File: config.mk
export PLATFORM = sky130hd
export DESIGN_NAME = id_ex_stage
export DESIGN_NICKNAME = d
export VERILOG_FILES = /design/src/rtl/id_ex_stage.sv
export SDC_FILE = /design/constraint.sdc
export NUM_CORES = 1
export LEC_CHECK = 0
export CAP_MARGIN = 20
export CORE_AREA = 2 2 146 148
export DETAILED_ROUTE_END_ITERATION = 12
export DIE_AREA = 0 0 148 150
export MAX_ROUTING_LAYER = met4
export PLACE_DENSITY_LB_ADDON = 0.3
export SETUP_SLACK_MARGIN = 0.1
export SLEW_MARGIN = 20
export SYNTH_ARGS = -nofsm -noshare
export SYNTH_HDL_FRONTEND = slang
export SYNTH_SLANG_ARGS = --single-unit
File: constraint.sdc
create_clock -name Clk -period 4.2 [get_ports Clk]
set_input_delay 0.84 -clock Clk [delete_from_list [all_inputs] [get_ports Clk]]
set_output_delay 0.84 -clock Clk [all_outputs]
set_load 0.01 [all_outputs]
File: src/rtl/id_ex_stage.sv
// -----------------------------------------------------------------------------
// id_ex_stage
//
// ID/EX pipeline register with load-use hazard detection, bubble insertion,
// a saturating bubble counter and an optional WB-to-ID write-through bypass.
//
// Build option:
//   ID_EX_WB_BYPASS_EN  when defined, a register being written back in the same
//                       cycle is forwarded into EX_ReadData1/EX_ReadData2 on
//                       load. When undefined, the WB_* ports are ignored and the
//                       register file must provide write-before-read itself.
//
// Ports:
//   Clk, Rst_n                  clock (rising edge), async active-low reset
//   ReadData1/ReadData2         register file data for Rs/Rt
//   Rs, Rt, Rd                  register specifiers from ID
//   Imm, PCPlus4                immediate and PC+4 of the ID instruction
//   CtrlIn                      decoded control bundle
//                               (bit0 RegWrite, bit1 MemRead, bit2 MemWrite,
//                                bit3 MemToReg, bit4 ALUSrc, bit5 RegDst,
//                                bit6 Branch, bits[11:7] ALUOp)
//   ValidIn                     ID holds a real instruction
//   Flush                       kill the ID instruction (branch taken in EX)
//   WB_RegWrite/WriteRegister/WriteData  write-back port for the bypass
//   Stall                       combinational hold request for PC and IF/ID
//   EX_*                        registered operands, specifiers and control
//   EX_Valid                    EX holds a real instruction
//   BubbleCount                 saturating count of inserted bubbles
// -----------------------------------------------------------------------------
module id_ex_stage #(
   parameter int DATA_W = 32,
   parameter int CTRL_W = 12,
   parameter int CNT_W  = 16
) (
   input  logic              Clk,
   input  logic              Rst_n,
   input  logic [DATA_W-1:0] ReadData1,
   input  logic [DATA_W-1:0] ReadData2,
   input  logic [4:0]        Rs,
   input  logic [4:0]        Rt,
   input  logic [4:0]        Rd,
   input  logic [DATA_W-1:0] Imm,
   input  logic [DATA_W-1:0] PCPlus4,
   input  logic [CTRL_W-1:0] CtrlIn,
   input  logic              ValidIn,
   input  logic              Flush,
   input  logic              WB_RegWrite,
   input  logic [4:0]        WB_WriteRegister,
   input  logic [DATA_W-1:0] WB_WriteData,
   output logic              Stall,
   output logic [DATA_W-1:0] EX_ReadData1,
   output logic [DATA_W-1:0] EX_ReadData2,
   output logic [DATA_W-1:0] EX_Imm,
   output logic [DATA_W-1:0] EX_PCPlus4,
   output logic [4:0]        EX_Rs,
   output logic [4:0]        EX_Rt,
   output logic [4:0]        EX_Rd,
   output logic [CTRL_W-1:0] EX_Ctrl,
   output logic              EX_Valid,
   output logic [CNT_W-1:0]  BubbleCount
);

   localparam logic [CNT_W-1:0] CNT_ONE = {{(CNT_W-1){1'b0}}, 1'b1};

   logic              hazard;
   logic              bubble;
   logic [DATA_W-1:0] operandA;
   logic [DATA_W-1:0] operandB;

   // Load in EX whose destination (Rt) is a source of the ID instruction.
   // EX_Rt != 0 also guarantees the matching ID specifier is non-zero.
   always_comb begin
      hazard = EX_Valid & EX_Ctrl[1] & ValidIn & (EX_Rt != 5'd0) &
               ((EX_Rt == Rs) | (EX_Rt == Rt));
   end

   // Flush outranks the hazard: the stalled instruction is being killed anyway.
   // Gating with Rst_n keeps Stall low while the pipeline is held in reset.
   assign Stall  = hazard & ~Flush & Rst_n;
   assign bubble = Flush | hazard;

   always_comb begin
      operandA = ReadData1;
      operandB = ReadData2;
`ifdef ID_EX_WB_BYPASS_EN
      if (WB_RegWrite && (WB_WriteRegister != 5'd0) && (WB_WriteRegister == Rs))
         operandA = WB_WriteData;
      if (WB_RegWrite && (WB_WriteRegister != 5'd0) && (WB_WriteRegister == Rt))
         operandB = WB_WriteData;
`endif
      // Register 0 reads as zero whatever the register file presents.
      if (Rs == 5'd0)
         operandA = '0;
      if (Rt == 5'd0)
         operandB = '0;
   end

`ifndef ID_EX_WB_BYPASS_EN
   // WB port exists for interface compatibility only in this build.
   logic unusedWb;
   assign unusedWb = &{1'b0, WB_RegWrite, WB_WriteRegister, WB_WriteData};
`endif

   always_ff @(posedge Clk or negedge Rst_n) begin
      if (!Rst_n) begin
         EX_ReadData1 <= '0;
         EX_ReadData2 <= '0;
         EX_Imm       <= '0;
         EX_PCPlus4   <= '0;
         EX_Rs        <= '0;
         EX_Rt        <= '0;
         EX_Rd        <= '0;
         EX_Ctrl      <= '0;
         EX_Valid     <= 1'b0;
         BubbleCount  <= '0;
      end else if (bubble) begin
         EX_ReadData1 <= '0;
         EX_ReadData2 <= '0;
         EX_Imm       <= '0;
         EX_PCPlus4   <= '0;
         EX_Rs        <= '0;
         EX_Rt        <= '0;
         EX_Rd        <= '0;
         EX_Ctrl      <= '0;
         EX_Valid     <= 1'b0;
         if (BubbleCount != {CNT_W{1'b1}})
            BubbleCount <= BubbleCount + CNT_ONE;
      end else begin
         EX_ReadData1 <= operandA;
         EX_ReadData2 <= operandB;
         EX_Imm       <= Imm;
         EX_PCPlus4   <= PCPlus4;
         EX_Rs        <= Rs;
         EX_Rt        <= Rt;
         EX_Rd        <= Rd;
         // An empty ID slot travels as a non-counted NOP.
         EX_Ctrl      <= ValidIn ? CtrlIn : '0;
         EX_Valid     <= ValidIn;
      end
   end

endmodule
* Yosys cells after proc, flatten, opt, wreduce, memory -nomap -nowiden *
Index checks and enable logic that the tools add are counted.

cells by class
  add/subtract/negate cells = 1
  eq/ne operators = 3
  muxes and demuxes = 12
  bitwise operators = 9
  reduce and logical (&&, ||, !) cells = 4

operator list
  operator                                       count
  two-way mux 32 bit                             6
  two-way mux 12 bit                             2
  adder 16 x 1 -> 16 bit, second input constant  1
  inequality test 16 bit, second input constant  1
  two-way mux 5 bit                              3
  == test 5 bit                                  2
  zero test 5 bit                                2
  bitwise AND 1 bit                              6
  nonzero test 5 bit                             1
  OR 1 bit                                       2
  AND reduction 2 bit                            1
  two-way mux 1 bit                              1
  inverter 1 bit                                 1

word-level totals
  register bits = 172
  input bits = 197
  output and inout bits = 173
  word-level logic and storage cells = 39

* Longest topological paths before layout *
Gate-level depths: netlist of run 1.

  depth in word-level cells = 6
  gate-level depth with buffers = 8
  gate-level depth less buffers = 6

* Worst setup path before layout of run 1 *
OpenSTA, ideal clock, no wires.

  path kind = input to output
  start point = input Rt[4]
  end point = output Stall
  arrival = 1488 ps
  required time = 3360 ps
  path slack = 1872 ps
  stages = 4
  path buffers = 0
  path through = xnor2_1 -> nand3_1 -> o22ai_2 -> and4b_1

between the ends
  cells in the longest elaborated chain, start to end = 5

RTL lines
  what                            line  source
  start, declared                 40    input logic [4:0] Rt,
  == test 5 bit                   74    ((EX_Rt == Rs) | (EX_Rt == Rt));
  OR 1 bit                        74
  bitwise AND 1 bit               73    hazard = EX_Valid & EX_Ctrl[1] & ValidIn & (EX_Rt != 5'd0) &
  bitwise AND 1 bit (2 in a row)  79    assign Stall = hazard & ~Flush & Rst_n;
  end, declared                   50    output logic Stall,

Every way passes these cells.

* Worst setup path after layout of run 1 *
  start point = input ValidIn
  end point = output Stall

between the ends
  cells in the longest elaborated chain, start to end = 5

RTL lines
  what                            line  source
  start, declared                 45    input logic ValidIn,
  bitwise AND 1 bit (3 in a row)  73
  bitwise AND 1 bit (2 in a row)  79

Every way passes these cells.

==> reports/results.ini, run 1 <==
[die]
floorplan.rows = 53
coreArea_sq_um = 20690
die_h_um = 150
die_area_sq_um = 22200
ios = 370
die_w_um = 148
start_util_pct = 29.09

[cells_and_area]
nFillCells = 1891
n_antenna_cell = 0
multi_input_area_sq_um = 1604
fin_nets = 967
layout-drive-gt1-share_pct = 6.786
final_common_cell = clkdlybuf4s50_1
mostFrequentLayoutCells = clkdlybuf4s50_1 (330), dfrtp_1 (172), and2_1 (144)
area_delta_synth_final_pct = 69.90
seq_area_sq_um = 4304

[global_routing]
track_usage_pct = 15.07
grtUsageMet2_pct = 24.75
grt_overflow = 0
grt-busiest-layer = met2
grt_pass1_vias = 4492
grt_max_degree = 73
grt_pass1_wl_mm = 24.53
antenna_found_initial = 0
grtUsageMet3_pct = 4.421
globalRouteMet1Util_pct = 17.38

[critical_path]
end_kind = output port
cp.required_ns = 3.36
cp_max_fo = 14
start_kind = primary input
critPathKind = primary input to output port
critPathArrivalTime_ns = 2.71

[synthesis]
ys_seq_area_share_pct = 71.52
synth_compound_area_share_pct = 1.060
avgSynthCellArea_sq_um = 13.90
syn_inst = 433
synth_warnings = 0
yosys.area_share.simple_pct = 21.60
mappedNetlistNets = 631
synth_mux_area_share_pct = 0.6029
netlist_area_sq_um = 6018
synth_top_family_by_area = simple AND/OR/NAND/NOR gates
synth_xor_area_share_pct = 3.056
ys_ff_latch = 172
synth-adder-area-share_pct = 0.2079
ys_types = 35

[timing]
max_slew.worst_pin.slew_ns = 0.9074
max-slew-margin-rel_pct = 39.50
finalCritPeriodShare_pct = 84.50
setup_viol = 0
setup_tns_ns = 0
whs_ns = 0.3073
rsz0062_at_grt = false
hold_viol = 0
min_period_ns = 3.549
timing.fmax_mhz = 281.8
slew_violations = 0
clock_skew_ns = 0.01224

[route]
drc = 0
vias = 4266
routedWlPerCell_um = 15.54
postRouteAntennaNets = 0
drt_iter0_markers = 137
vias_per_cell = 4.040
totalWireLength_mm = 16.41
first_pass_iters = 6

[clock_tree]
numClockSinks = 172
cts_tree = done
clockBufferDepth = 2
cts_resized = 0
post_cts.repair.setup_buffers = 0
clock_latency_ns = 0.42
root_buffer = clkbuf_16
postCtsHoldBufs = 0
cts_max_level = 4
path_clk_slew_ns = 0.07
numCtsBuffers = 17

[run_status]
status = complete, no violations

[placed_design]
place_congestion = 0.7466
port_buffers = 331
dp_hpwl_mm = 12.18

[job]
drv_cap = 0

[hold_path]
hold_path.class = primary input to async pin

[power_and_ir_drop]
p_per_area_nw_per_um2 = 409.8
ir_drop_uv = 252.3
leakage_nw = 4.466

[routing by layer]
metal,routed length [um],part of all wire [%]
met1,6578,40
met2,8325,51
met3,1268,7.7
met4,240,1.5
met5,0,0
[state kept, by name, indices dropped and copies added, names as in the netlist]
register      flops
BubbleCount      16
EX_Ctrl          12
EX_Imm           32
EX_PCPlus4       32
EX_Rd             5
EX_ReadData1     32
EX_ReadData2     32
EX_Rs             5
EX_Rt             5
EX_Valid          1
[worst max-delay path: stages]
cell and delay (ns):
clkdlybuf4s50_1 0.69, nand3_1 0.13, a21oi_1 0.26, and4b_1 0.24
clkdlybuf4s50_1 0.55
[through the flow]
stage / std cells / power [W] / utilization [%] / worst slack [ns] / instance area [sq um]
after global routing: 1056 / 0.004419 / 49.42 / 0.4528 / 10220
after detailed placement: 1025 / 0.002608 / 46.49 / 0.6298 / 9619
after global placement: 1025 / 0.002598 / 46.49 / 0.6320 / 9619
after floorplan: 433 / 0.002125 / - / 1.872 / 6018
after CTS: 1056 / 0.004275 / 49.42 / 0.6270 / 10220
final: 1056 / 0.004190 / 49.42 / 0.6509 / 10220
[area by class of cell]
cell class	instances	area share, %
clock buffers	18	4.197
clock inverters	13	1.725
inverters	2	0.07342
multi-input cells	239	15.69
flip-flops and latches	172	42.10
well taps	275	3.365
repair buffers	337	32.86
[kinds of logic (layout without fill, tap and decap cells)]
family / count (synthesis) / in the layout
muxes: 3 / 3
xor gates and xnor gates: 21 / 21
and+or+nand+nor: 206 / 206
DFF: 172 / 172
adders and majority gates: 1 / 1
buffers and inverters: 22 / 370
AOI/OAI and AO/OA: 8 / 8
[report_power, final]
group / internal (W) / total [W] / switching (W)
Clock: 0.000948 / 0.00163 / 0.000680
Sequential: 0.00178 / 0.00186 / 0.0000833
Combinational: 0.000433 / 0.000700 / 0.000267
Total: 0.00316 / 0.00419 / 0.00103
[cells in the mapped netlist]
master     instances  area, sq um
dfrtp_1          172         4304
and2_1           144        900.9
and3_1            13        81.33
nand2_1           12        45.04
xor2_1            11        96.34
xnor2_1           10        87.58
clkbuf_1           9        33.78
buf_2              7        35.03
nand3_1            7        35.03
nor2_1             7        26.28
nor3_2             6        60.06
buf_6              3        33.78
nor4_2             3        37.54
a21oi_1            2        10.01
inv_1              2        7.510
nand4_1            2        12.51
nor3_1             2        10.01
o21a_1             2        15.01
or3_1              2        12.51
or4_1              2        15.01
a21oi_2            1        8.760
a2bb2oi_1          1        8.760
and4b_1            1        10.01
buf_4              1        7.510
ha_1               1        12.51
mux2_2             1        11.26
mux2_4             1        15.01
mux2i_1            1        10.01
nand2b_1           1        6.260
nand3_2            1        10.01
nor2_4             1        11.26
nor2_8             1        20.02
nor4_1             1        6.260
o2111ai_1          1        8.760
o22ai_2            1        12.51
[path summary, 6_finish.rpt]
kind                                               end                   startpoint  depth (start not counted)  slack [ns]
setup / recovery                                 Stall                      ValidIn                          5        0.65
hold / removal                    EX_Ctrl[3]$_DFF_PN0_                        Rst_n                          1        0.31
setup reg to reg             EX_ReadData2[7]$_DFF_PN0_           EX_Rt[0]$_DFF_PN0_                          5        1.85
hold reg to reg            BubbleCount[15]$_DFFE_PN0P_  BubbleCount[15]$_DFFE_PN0P_                          1        0.50
max in group asynchronous          EX_Imm[9]$_DFF_PN0_                        Rst_n                          2        2.64
min in group Clk           BubbleCount[15]$_DFFE_PN0P_  BubbleCount[15]$_DFFE_PN0P_                          1        0.50
No activity file was read; power rests on OpenSTA's default activity.
==> run 2, diff against run 1 <==
CORE_AREA = 2 2 143 145   (was 2 2 146 148)
DIE_AREA = 0 0 145 147   (was 0 0 148 150)
clock period = 3.3 ns   (was 4.2 ns; I/O delays follow)
==> run 2 against run 1 <==
Power grew 25%; worst setup slack lost 0.47 ns; final area is essentially flat; critical path depth increased by 1; register-to-register slack got worse by 0.73 ns; critical endpoint unchanged; highest routed layer unchanged.
==> reports/results.ini, run 2 (synthesis results as in run 1) <==
[die]
start_util_pct = 30.33  ; +1.2 points
floorplan.rows = 52  ; -1.9%
die_w_um = 145  ; -2.0%
coreArea_sq_um = 19840  ; -4.1%
die_area_sq_um = 21320  ; -4.0%
ios = 370  ; unchanged
die_h_um = 147  ; -2.0%

[cells_and_area]
final_common_cell = clkdlybuf4s50_1
area_delta_synth_final_pct = 69.85  ; about the same
fin_nets = 969  ; +0.21%
seq_area_sq_um = 4304  ; unchanged
layout-drive-gt1-share_pct = 7.143  ; +0.36 points
mostFrequentLayoutCells = clkdlybuf4s50_1 (330), dfrtp_1 (172), and2_1 (144)
nFillCells = 1741  ; -7.9%
multi_input_area_sq_um = 1604  ; unchanged
n_antenna_cell = 0  ; unchanged
final_cells = 1054  ; -0.19%

[timing]
clock_skew_ns = 0.01322  ; +0.0009878 ns
max-slew-margin-rel_pct = 38.15  ; -1.4 points
setup_tns_ns = 0  ; unchanged
setup_viol = 0  ; unchanged
slew_violations = 0  ; unchanged
timing.fmax_mhz = 320.2
rsz0062_at_grt = false
max_slew.worst_pin.slew_ns = 0.9278  ; +0.02039 ns
hold_viol = 0  ; unchanged
layout_setup_ws_ns = 0.1770  ; -0.4740 ns
min_period_ns = 3.123
finalCritPeriodShare_pct = 94.64

[clock_tree]
cts_max_level = 4  ; unchanged
cts_resized = 0  ; unchanged
numCtsBuffers = 17  ; unchanged
post_cts.repair.setup_buffers = 0  ; unchanged
cts_tree = done
postCtsHoldBufs = 0  ; unchanged
clock_latency_ns = 0.42  ; about the same
numClockSinks = 172  ; unchanged
root_buffer = clkbuf_16
path_clk_slew_ns = 0.07  ; about the same
clockBufferDepth = 2  ; unchanged

[critical_path]
cp.required_ns = 2.64  ; -0.72 ns
end_kind = output port
critPathKind = primary input to output port
critPathArrivalTime_ns = 2.46  ; -0.25 ns
start_kind = primary input
cp_max_fo = 3  ; -11

[route]
vias = 4398  ; +3.1%
first_pass_iters = 5  ; -1
vias_per_cell = 4.173  ; +3.3%
routedWlPerCell_um = 15.87  ; +2.1%
totalWireLength_mm = 16.73  ; +1.9%
drt_iter0_markers = 109  ; -20%
drc = 0  ; unchanged
postRouteAntennaNets = 0  ; unchanged

[global_routing]
grt_pass1_wl_mm = 26.60  ; +8.4%
antenna_found_initial = 0  ; unchanged
grt_pass1_vias = 4844  ; +7.8%
grt_max_degree = 74  ; +1.4%
grt_overflow = 0  ; unchanged
track_usage_pct = 16.70  ; +1.6 points

[power_and_ir_drop]
ir_drop_uv = 329.7  ; +31%
leakage_nw = 4.468  ; about the same
p_per_area_nw_per_um2 = 513.7  ; +25%

[placed_design]
place_inst = 1022  ; -0.29%
post-place-ws_ns = 0.1619  ; -0.4680 ns
place_congestion = 0.8110  ; +8.6%
dp_hpwl_mm = 12.49  ; +2.6%
port_buffers = 331  ; unchanged

[job]
drv_cap = 0  ; unchanged

[hold_path]
hold_path.class = primary input to async pin

[run_status]
status = complete, no violations

-- run 2: cell count changes in the layout (fill, tap and decap cells not counted) --
cell | previous run | this run
inv_8 | 1 | 4
bufinv_16 | 3 | 1
inv_6 | 5 | 3
buf_12 | 0 | 1
buf_4 | 6 | 7
clkinv_2 | 0 | 1
clkinv_4 | 1 | 0
clkinv_8 | 0 | 1
clkinvlp_4 | 3 | 4
-- run 2: path summary, 6_finish.rpt --
| path | from | end | slack, ns | cells past startpoint |
|---|---|---|---|---|
| max in group asynchronous | Rst_n | EX_Valid$_DFF_PN0_ | 1.66 | 3 |
| hold reg to reg | BubbleCount[10]$_DFFE_PN0P_ | BubbleCount[10]$_DFFE_PN0P_ | 0.50 | 1 |
| min in group Clk | BubbleCount[10]$_DFFE_PN0P_ | BubbleCount[10]$_DFFE_PN0P_ | 0.50 | 1 |
| hold / removal | Rst_n | EX_PCPlus4[6]$_DFF_PN0_ | 0.33 | 2 |
| setup reg to reg | EX_Rt[0]$_DFF_PN0_ | EX_Imm[15]$_DFF_PN0_ | 1.12 | 6 |
| setup / recovery | Rt[4] | Stall | 0.18 | 6 |
-- run 2: metrics by stage --
stage | utilization (%) | cell area (sq um) | hold WS, ns | total power [W]
after floorplan | - | 6018 | 0.3644 | 0.002704
after global placement | 48.58 | 9641 | 0.4824 | 0.003308
after detailed placement | 48.58 | 9641 | 0.4877 | 0.003334
after CTS | 51.51 | 10220 | 0.3310 | 0.005343
after global routing | 51.51 | 10220 | 0.3533 | 0.005504
final | 51.51 | 10220 | 0.3273 | 0.005251
-- run 2: final cells by class --
cell class / count / share of cell area, %
Timing Repair Buffer: 339 / 33.13
Clock inverter: 14 / 1.493
Inverter: 2 / 0.07344
Sequential cell: 172 / 42.11
Clock buffer: 18 / 4.198
Multi-Input combinational cell: 239 / 15.69
Tap cell: 270 / 3.305
-- run 2: critical path, cell delays in order --
cell and delay [ns]:
clkdlybuf4s50_1 0.52, xnor2_1 0.14, nand3_1 0.11, o22ai_2 0.23, and4b_1 0.23, clkdlybuf4s50_1 0.57
-- run 2: power breakdown --
group / internal (W) / switching, W / leakage, nW
Combinational: 0.000555 / 0.000350 / 1.99
Sequential: 0.00226 / 0.000111 / 2.21
Clock: 0.00107 / 0.000898 / 0.274
-- run 2: layer usage --
metal  GRT usage [%]  vias to the layer above  wire length [um]  share of wire [%]
met3           5.652                       19              1326                7.9
li1                -                     2034                 -                  -
met4           6.040                        0               314                1.9
met1           19.49                     2123              6798                 41
met5               -                        -                 0                  0
met2           27.00                      222              8290                 50
==> run 3, diff against run 2 <==
CAP_MARGIN = default   (was 20)
GPL_TIMING_DRIVEN = 0   (was default)
==> run 3 against run 2 <==
Utilization is 0.62 points higher; maximum frequency is 2.0% higher; clock-buffer cell count is 1 higher.
==> reports/results.ini, run 3 (synthesis results as in run 1) <==
[cells_and_area]
layout-drive-gt1-share_pct = 7.403  ; +0.26 points
mostFrequentLayoutCells = clkdlybuf4s50_1 (330), dfrtp_1 (172), and2_1 (144)
area_delta_synth_final_pct = 71.91
n_antenna_cell = 0  ; unchanged
fin_nets = 982  ; +1.3%
final_cells = 1067  ; +1.2%
final_common_cell = clkdlybuf4s50_1
post-route-util_pct = 52.14  ; +0.62 points

[clock_tree]
postCtsHoldBufs = 0  ; unchanged
cts_resized = 0  ; unchanged
cts_tree = done
path_clk_slew_ns = 0.07  ; about the same
root_buffer = clkbuf_16
cts_max_level = 4  ; unchanged
post_cts.repair.setup_buffers = 0  ; unchanged
numClockSinks = 172  ; unchanged
clockBufferDepth = 2  ; unchanged
numCtsBuffers = 17  ; unchanged
clock_latency_ns = 0.41  ; about the same

[global_routing]
track_usage_pct = 16.36  ; -0.33 points
antenna_found_initial = 0  ; unchanged
grt_pass1_vias = 4679  ; -3.4%
grt_max_degree = 99  ; +34%
grt_overflow = 0  ; unchanged
grt_pass1_wl_mm = 25.96  ; -2.4%

[hold_path]
hold_path.class = primary input to async pin

[die]
coreArea_sq_um = 19840  ; unchanged
floorplan.rows = 52  ; unchanged
die_h_um = 147  ; unchanged
start_util_pct = 30.33  ; unchanged
ios = 370  ; unchanged
die_w_um = 145  ; unchanged
die_area_sq_um = 21320  ; unchanged

[route]
drc = 0  ; unchanged
vias_per_cell = 4.118  ; -1.3%
routedWlPerCell_um = 15.43  ; -2.8%
postRouteAntennaNets = 0  ; unchanged
vias = 4394  ; -0.091%
first_pass_iters = 4  ; -1
totalWireLength_mm = 16.46  ; -1.6%
drt_iter0_markers = 151  ; +39%

[timing]
min_period_ns = 3.063  ; -0.05986 ns
setup_viol = 0  ; unchanged
max_slew.worst_pin.slew_ns = 0.4807  ; -0.4471 ns
rsz0062_at_grt = false
max-slew-margin-rel_pct = 67.95  ; +30 points
hold_viol = 0  ; unchanged
setup_tns_ns = 0  ; unchanged
timing.fmax_mhz = 326.5  ; +2.0%
slew_violations = 0  ; unchanged
finalCritPeriodShare_pct = 92.82  ; -1.8 points
clock_skew_ns = 0.01126  ; -0.001965 ns
layout_setup_ws_ns = 0.2368  ; +0.05986 ns

[critical_path]
start_kind = primary input
crit_family = buffers and inverters
crit_buf_inv = 2  ; unchanged
critPathArrivalTime_ns = 2.40  ; -0.06 ns
end_kind = output port
crit_chain = clkdlybuf4s50_1 > xnor2_1 > nand3_1 > o22ai_2 > and4b_1 > clkdlybuf4s50_1
cp_slowest_stage_delay_ns = 0.56  ; about the same
cp_max_fo = 3  ; unchanged
cpMostUsedCell = clkdlybuf4s50_1
crit_path_top_delay_cell = clkdlybuf4s50_1
critPathKind = primary input to output port
cp.required_ns = 2.64  ; about the same

[power_and_ir_drop]
ir_drop_uv = 350.9  ; +6.4%
leakage_nw = 4.535  ; +1.5%
p_per_area_nw_per_um2 = 526.2  ; +2.4%

[job]
drv_cap = 0  ; unchanged

[placed_design]
place_congestion = 0.7722  ; -4.8%
post-place-ws_ns = 0.1194  ; -0.04245 ns
port_buffers = 331  ; unchanged
dp_hpwl_mm = 12.45  ; -0.32%
place_inst = 1035  ; +1.3%

[run_status]
status = complete, no violations

==> run 3: layout make-up <==
class	count	area [sq um]
Multi-Input combinational cell	239	1597
Buffer	20	110.1
Timing Repair Buffer	332	3351
Clock buffer	19	432.9
Inverter	2	7.507
Sequential cell	172	4304
Clock inverter	13	206.4
Fill cell	1782	9498
Tap cell	270	337.8
==> run 3: path summary, 6_finish.rpt <==
path                                             startpoint                     endpoint  slack, ns  depth (start not counted)
worst min register to register  BubbleCount[10]$_DFFE_PN0P_  BubbleCount[10]$_DFFE_PN0P_       0.49                          1
worst max-delay path                                  Rt[4]                        Stall       0.24                          6
min in group Clk                BubbleCount[10]$_DFFE_PN0P_  BubbleCount[10]$_DFFE_PN0P_       0.49                          1
worst max register to register   BubbleCount[0]$_DFFE_PN0P_   BubbleCount[1]$_DFFE_PN0P_       1.29                          7
max in group asynchronous                             Rst_n         EX_Ctrl[1]$_DFF_PN0_       2.36                          2
worst min-delay path                                  Rst_n      EX_PCPlus4[2]$_DFF_PN0_       0.13                          1
==> run 3: power breakdown <==
group,switching [W],internal (W),leakage (nW)
combinational,0.000347,0.000560,2.02
sequential,0.000109,0.00226,2.21
clock,0.000872,0.00129,0.309
total,0.00133,0.00412,4.54
==> run 3: routing by layer <==
metal	track usage [%]	part of all wire (%)	vias up
met5	-	0	-
met4	6.485	2.3	0
met3	5.186	7.2	21
met2	26.10	49	215
met1	19.40	41	2086
li1	-	-	2072
==> run 3: through the flow <==
stage          total power (W)  area, sq um  hold WS (ns)
6_report              0.005444        10350        0.1285
3_5_place_dp          0.003335         9702        0.4803
3_3_place_gp          0.003320         9669        0.4765
2_1_floorplan         0.002704         6018        0.3644
5_1_grt               0.005692        10350        0.1390
4_1_cts               0.005532        10340        0.2238
